===== config.mk =====
export PLATFORM = sky130hd
export DESIGN_NAME = alu_arbiter_flat
export DESIGN_NICKNAME = d
export VERILOG_FILES = /design/src/rtl/alu_arb_if.sv /design/src/rtl/alu_arbiter.sv /design/src/flat_wrapper.sv
export SDC_FILE = /design/constraint.sdc
export NUM_CORES = 1
export LEC_CHECK = 0
export CORE_MARGIN = 2
export CORE_UTILIZATION = 35
export DETAILED_ROUTE_END_ITERATION = 10
export DONT_BUFFER_PORTS = 1
export GPL_TIMING_DRIVEN = 0
export PLACE_DENSITY_LB_ADDON = 0.08
export SLEW_MARGIN = 20
export SYNTH_ARGS = -nofsm -noshare
export SYNTH_HDL_FRONTEND = slang
export SYNTH_SLANG_ARGS = --single-unit
export TNS_END_PERCENT = 30

===== constraint.sdc =====
create_clock -name clk -period 4 [get_ports clk]
set_clock_uncertainty 0.15 [all_clocks]
set_input_delay 0.8 -clock clk [delete_from_list [all_inputs] [get_ports clk]]
set_output_delay 0.8 -clock clk [all_outputs]
set_load 0.03 [all_outputs]

===== src/rtl/alu_arb_if.sv =====
// Request/response channels between the two ALU requesters and alu_arbiter.
// Requesters use the master modport; the arbiter uses the slave modport.
interface alu_arb_if #(
  parameter int n = 32
);
  logic [1:0]   req_valid;
  logic [1:0]   req_ready;
  logic [3:0]   req_sel0;
  logic [3:0]   req_sel1;
  logic [n-1:0] req_a0;
  logic [n-1:0] req_a1;
  logic [n-1:0] req_b0;
  logic [n-1:0] req_b1;
  logic [1:0]   rsp_valid;
  logic [1:0]   rsp_ready;
  logic [n-1:0] rsp_data;
  logic [3:0]   rsp_flags;

  modport master (
    output req_valid, req_sel0, req_sel1, req_a0, req_a1, req_b0, req_b1, rsp_ready,
    input  req_ready, rsp_valid, rsp_data, rsp_flags
  );

  modport slave (
    input  req_valid, req_sel0, req_sel1, req_a0, req_a1, req_b0, req_b1, rsp_ready,
    output req_ready, rsp_valid, rsp_data, rsp_flags
  );
endinterface


===== src/rtl/alu_arbiter.sv =====
// Shares one external combinational ALU between two requesters (round-robin by default).
// Define ALU_ARB_FIXED_PRIO_EN for fixed priority (port 0 wins ties, port 1 may starve).
//
//   state  | meaning
//   IDLE   | pick a winner, accept its request, latch opcode/operands
//   EXEC   | latched operands drive the ALU; result captured at end of cycle
//   RESP   | result held on owner's response channel until owner accepts
module alu_arbiter #(
  parameter int n = 32
) (
  input  logic         clk,
  input  logic         rst,
  alu_arb_if.slave     bus,
  output logic [3:0]   alu_sel,
  output logic [n-1:0] alu_a,
  output logic [n-1:0] alu_b,
  input  logic [n-1:0] alu_out,
  input  logic         alu_cf,
  input  logic         alu_zf,
  input  logic         alu_vf,
  input  logic         alu_sf
);

  typedef enum logic [1:0] {S_IDLE, S_EXEC, S_RESP} state_t;

  state_t       state_q, state_d;
  logic         owner_q, owner_d;
  logic [3:0]   sel_q, sel_d;
  logic [n-1:0] a_q, a_d;
  logic [n-1:0] b_q, b_d;
  logic [n-1:0] data_q, data_d;
  logic [3:0]   flags_q, flags_d;
  logic [1:0]   req_ready_c;
  logic         grant;
`ifndef ALU_ARB_FIXED_PRIO_EN
  logic         last_q, last_d;
`endif

  always_ff @(posedge clk) begin
    if (rst) begin
      state_q <= S_IDLE;
      owner_q <= 1'b0;
      sel_q   <= '0;
      a_q     <= '0;
      b_q     <= '0;
      data_q  <= '0;
      flags_q <= '0;
`ifndef ALU_ARB_FIXED_PRIO_EN
      last_q  <= 1'b1;
`endif
    end else begin
      state_q <= state_d;
      owner_q <= owner_d;
      sel_q   <= sel_d;
      a_q     <= a_d;
      b_q     <= b_d;
      data_q  <= data_d;
      flags_q <= flags_d;
`ifndef ALU_ARB_FIXED_PRIO_EN
      last_q  <= last_d;
`endif
    end
  end

  always_comb begin
    state_d     = state_q;
    owner_d     = owner_q;
    sel_d       = sel_q;
    a_d         = a_q;
    b_d         = b_q;
    data_d      = data_q;
    flags_d     = flags_q;
    req_ready_c = 2'b00;
`ifdef ALU_ARB_FIXED_PRIO_EN
    grant       = ~bus.req_valid[0];
`else
    last_d      = last_q;
    // On a tie, serve the port that was not granted last time.
    grant       = (&bus.req_valid) ? ~last_q : ~bus.req_valid[0];
`endif

    case (state_q)
      S_IDLE: begin
        // No accept while in reset: the register update would be discarded.
        if ((|bus.req_valid) && !rst) begin
          req_ready_c[grant] = 1'b1;
          owner_d = grant;
          sel_d   = grant ? bus.req_sel1 : bus.req_sel0;
          a_d     = grant ? bus.req_a1   : bus.req_a0;
          b_d     = grant ? bus.req_b1   : bus.req_b0;
`ifndef ALU_ARB_FIXED_PRIO_EN
          last_d  = grant;
`endif
          state_d = S_EXEC;
        end
      end
      S_EXEC: begin
        data_d  = alu_out;
        flags_d = {alu_cf, alu_zf, alu_vf, alu_sf};
        state_d = S_RESP;
      end
      S_RESP: begin
        if (bus.rsp_ready[owner_q]) state_d = S_IDLE;
      end
      default: state_d = S_IDLE;
    endcase
  end

  assign bus.req_ready = req_ready_c;
  assign bus.rsp_valid = (state_q == S_RESP) ? (2'b01 << owner_q) : 2'b00;
  assign bus.rsp_data  = data_q;
  assign bus.rsp_flags = flags_q;
  assign alu_sel       = sel_q;
  assign alu_a         = a_q;
  assign alu_b         = b_q;

endmodule


===== src/flat_wrapper.sv =====
// flat-port wrapper written by rule: the top's interface ports become plain ports
module alu_arbiter_flat 
#(
  parameter int n = 32
)
  (clk, rst, alu_sel, alu_a, alu_b, alu_out, alu_cf, alu_zf, alu_vf, alu_sf, bus_req_valid, bus_req_sel0, bus_req_sel1, bus_req_a0, bus_req_a1, bus_req_b0, bus_req_b1, bus_rsp_ready, bus_req_ready, bus_rsp_valid, bus_rsp_data, bus_rsp_flags);
  alu_arb_if #(.n(n)) bus_i ();
  input  logic clk;
  input  logic rst;
  output logic [3:0] alu_sel;
  output logic [n-1:0] alu_a;
  output logic [n-1:0] alu_b;
  input  logic [n-1:0] alu_out;
  input  logic alu_cf;
  input  logic alu_zf;
  input  logic alu_vf;
  input  logic alu_sf;
  input wire logic [$bits(bus_i.req_valid)-1:0] bus_req_valid;
  input wire logic [$bits(bus_i.req_sel0)-1:0] bus_req_sel0;
  input wire logic [$bits(bus_i.req_sel1)-1:0] bus_req_sel1;
  input wire logic [$bits(bus_i.req_a0)-1:0] bus_req_a0;
  input wire logic [$bits(bus_i.req_a1)-1:0] bus_req_a1;
  input wire logic [$bits(bus_i.req_b0)-1:0] bus_req_b0;
  input wire logic [$bits(bus_i.req_b1)-1:0] bus_req_b1;
  input wire logic [$bits(bus_i.rsp_ready)-1:0] bus_rsp_ready;
  output wire logic [$bits(bus_i.req_ready)-1:0] bus_req_ready;
  output wire logic [$bits(bus_i.rsp_valid)-1:0] bus_rsp_valid;
  output wire logic [$bits(bus_i.rsp_data)-1:0] bus_rsp_data;
  output wire logic [$bits(bus_i.rsp_flags)-1:0] bus_rsp_flags;
  assign bus_i.req_valid = bus_req_valid;
  assign bus_i.req_sel0 = bus_req_sel0;
  assign bus_i.req_sel1 = bus_req_sel1;
  assign bus_i.req_a0 = bus_req_a0;
  assign bus_i.req_a1 = bus_req_a1;
  assign bus_i.req_b0 = bus_req_b0;
  assign bus_i.req_b1 = bus_req_b1;
  assign bus_i.rsp_ready = bus_rsp_ready;
  assign bus_req_ready = bus_i.req_ready;
  assign bus_rsp_valid = bus_i.rsp_valid;
  assign bus_rsp_data = bus_i.rsp_data;
  assign bus_rsp_flags = bus_i.rsp_flags;
  alu_arbiter #(.n(n)) u_core (.clk(clk), .rst(rst), .bus(bus_i), .alu_sel(alu_sel), .alu_a(alu_a), .alu_b(alu_b), .alu_out(alu_out), .alu_cf(alu_cf), .alu_zf(alu_zf), .alu_vf(alu_vf), .alu_sf(alu_sf));
endmodule

==> run_results.csv <==
group,metric,value,unit
worst_setup_path,required,3.05,ns
worst_setup_path,critPathSlowestCell,"nor3_4",
clock_network,postCtsSetupBuffers,0,
synthesis,ys_seq_area_share,39.9,%
power_and_ir_drop,power_density,479,nW/um^2
worst_setup_path,crit_path_end_kind,"output port",
drt,vias_per_cell,6.13,
synthesis,synth-xor-area-share,0,%
floorplanning,rows,45,
hold_path,hp-class,"flop to flop",
synthesis,synth_top_family_by_area,"compound AO/OA/AOI/OAI gates",
grt,grt_pass1_vias,4896,
layout,area_growth,10.1,%
synthesis,yosys-mux-area-fraction,0.185,%
clock_network,insertion_delay,0.34,ns
job,max-cap-violations,0,
grt,track_usage,21.4,%
synthesis,synth_compound_gate_area_share,44.7,%
floorplanning,die_h,128,um
floorplanning,io_pins,286,
clock_network,post_cts_resized,0,
synthesis,syn_inst,587,
synthesis,synth_commonest_cells,"dfxtp_1 (108), a21oi_1 (107), nand2_1 (72)",
floorplanning,die_area,16500,sq um
layout,fin_util,39.4,%
placement,portBuffers,0,
grt,grt_max_degree,18,
clock_network,cts_buffer_depth,2,
timing,relSlewSlack,28.7,%
drt,drt_iter0_markers,249,
layout,fill_cells,1551,
synthesis,yosysTopAreaCellShare,39.9,%
synthesis,ys_types,26,
floorplanning,start_util,35.8,%
grt,grt_pass1_wl,27.5,mm
drt,wl_per_cell,23.1,um
clock_network,cts.sinks,108,
worst_setup_path,cp-start-kind,"input pin",
synthesis,synth_area_leaders,"dfxtp_1 (40%), a311oi_2 (19%), a21oi_1 (9.9%)",
layout,final_cell_count_no_fill,793,
timing,post-route-period-util,80.3,%
layout,final_area,5960,sq um
clock_network,root_buffer,"clkbuf_16",
drt,first_pass_iters,4,
timing,period_needed,3.21,ns
timing,slew_violations,0,
clock_network,numCtsBuffers,9,
synthesis,synth_edf_count,0,
timing,max_freq,311,MHz
layout,drive_gt1_share,18.7,%
drt,wl,18.4,mm
power_and_ir_drop,power,2860,uW
clock_network,cts_hold_buffers,0,
worst_setup_path,slowest_delay,0.42,ns
synthesis,synth_nets,765,
drt,antenna_left,0,
worst_setup_path,critPathKind,"input pin to output port",
clock_network,h-tree-depth,3,
timing,hold_violations,0,
synthesis,yosysMostFrequentCell,"dfxtp_1",
placement,gp_congestion,0.817,
power_and_ir_drop,ir_drop,0.186,mV
placement,place_area,5660,sq um
timing,finalSetupViolations,0,
synthesis,async_flop_share,0,%
synthesis,synthesis.area,5420,sq um
floorplanning,die_x,128,um
grt,antenna_found_initial,1,
timing,rsz0062_at_grt,"no",
synthesis,yosys_most_used_dff,"dfxtp_1",
drt,vias,4860,
synthesis,ys_seq_elements,108,
worst_setup_path,path_cells,"buf_2 -> nor3_4 -> and2_4 -> buf_12 -> buf_12 -> o21a_1",
timing,fin_setup_tns,0,ns
floorplanning,core_area,15100,sq um
synthesis,synth_top_cell_by_area,"dfxtp_1",
clock_network,cts_tree,"yes",
placement,dpl.hpwl,13.6,mm
power_and_ir_drop,p_leak,0.00173,uW
drt,drc,0,
timing,worst-slew-pin-transition,1.07,ns
layout,nets,776,
grt,overflow,0,
synthesis,synthAdderAreaFrac,0,%
clock_network,clk_pin_slew,0.07,ns
placement,dp_cells,775,
run_status,status,"complete, no violations",
synthesis,synth_warnings,0,
worst_setup_path,arrival,2.26,ns
worst_setup_path,cp_max_fo,10,
worst_setup_path,crit_top_cell,"buf_12",
synthesis,synthSimpleGateAreaFrac,6.63,%
synthesis,synth.avg_cell_area,9.23,sq um
==> final cells by class <==
| type | count | area, sq um | area share [%] |
|---|---|---|---|
| sequential | 108 | 2160 | 36.2 |
| multi-input combinational | 397 | 2800 | 46.9 |
| inverter | 2 | 7.51 | 0.126 |
| tap | 188 | 235 | 3.94 |
| antenna | 2 | 5.00 | 0.0839 |
| buffer | 80 | 458 | 7.68 |
| clock inverter | 5 | 57.6 | 0.965 |
| clock buffer | 11 | 243 | 4.07 |
==> cell families after synthesis <==
group,Yosys count
AO/OA/AOI/OAI,313
flip-flops,108
AND/OR/NAND/NOR,83
buffers and inverters,82
multiplexers,1
==> placed cells by master, fill, tap and decap left out <==
cell type  Yosys  final
or2_0          1      1
bufinv_16      0      1
buf_2         16     16
nor2b_1        1      1
and2_4         1      1
o21bai_1       1      1
a311oi_2      68     68
nor2b_2        1      1
mux2i_1        1      1
diode_2        0      2
buf_6          1      1
nor3_1         1      1
and3b_1        1      1
buf_1          4      4
inv_6          0      2
o211ai_1      68     68
nor3b_2        0      1
clkbuf_16      0      9
nand2_1       72     72
nand3b_1       1      1
clkinv_2       0      2
clkbuf_1      51     52
inv_2          1      1
o21ai_0       68     68
dfxtp_1      108    108
o21a_1         1      1
inv_1          1      1
nor3_4         1      1
a21oi_1      107    107
nor3b_1        2      1
nand2b_1       1      1
clkbuf_8       0      1
buf_12         8      8
==> where the power goes <==
group          internal, uW  switching, uW
clock network           507            420
logic                   195            307
registers              1170            257
total                  1870            984
==> through the flow <==
stage,hold WS [ns],setup slack (ns)
final,0.426,0.786
after global routing,0.430,0.701
after CTS,0.418,0.738
after detailed placement,0.413,0.754
after global placement,0.404,0.470
after floorplan,0.366,0.998
==> state kept, by name, summed over array words and instances (netlist names) <==
register,cells
u_core.alu_a,32
u_core.bus.rsp_data,32
u_core.alu_sel,4
u_core.alu_b,32
u_core.bus.rsp_flags,4
u_core.last_q,1
u_core.state_q,2
u_core.owner_q,1
==> worst max-delay path: cells and delay by family <==
| family | cells | cell delay (ns) |
|---|---|---|
| AND/OR/NAND/NOR | 2 | 0.66 |
| buffers and inverters | 3 | 0.49 |
| AO/OA/AOI/OAI | 1 | 0.30 |
==> path summary, 6_finish.rpt <==
kind         depth (start not counted)  slack [ns]                            end                   startpoint
min reg2reg                          2        0.43    u_core.owner_q$_SDFFE_PP0P_  u_core.owner_q$_SDFFE_PP0P_
max reg2reg                          5        1.91  u_core.alu_b[31]$_SDFFE_PP0P_   u_core.last_q$_SDFFE_PP1P_
max                                  6        0.79               bus_req_ready[1]                          rst
min                                  2        0.43    u_core.owner_q$_SDFFE_PP0P_  u_core.owner_q$_SDFFE_PP0P_
==> per-layer routing <==
| metal | global-route usage [%] | share of wire (%) | up-vias |
|---|---|---|---|
| met5 | 0 | 0 | - |
| met4 | 8.86 | 3.1 | 0 |
| met3 | 7.94 | 11 | 37 |
| met2 | 35.4 | 47 | 232 |
| met1 | 25.1 | 39 | 2334 |
| li1 | - | - | 2257 |
Power figures use the tool's default switching activity.
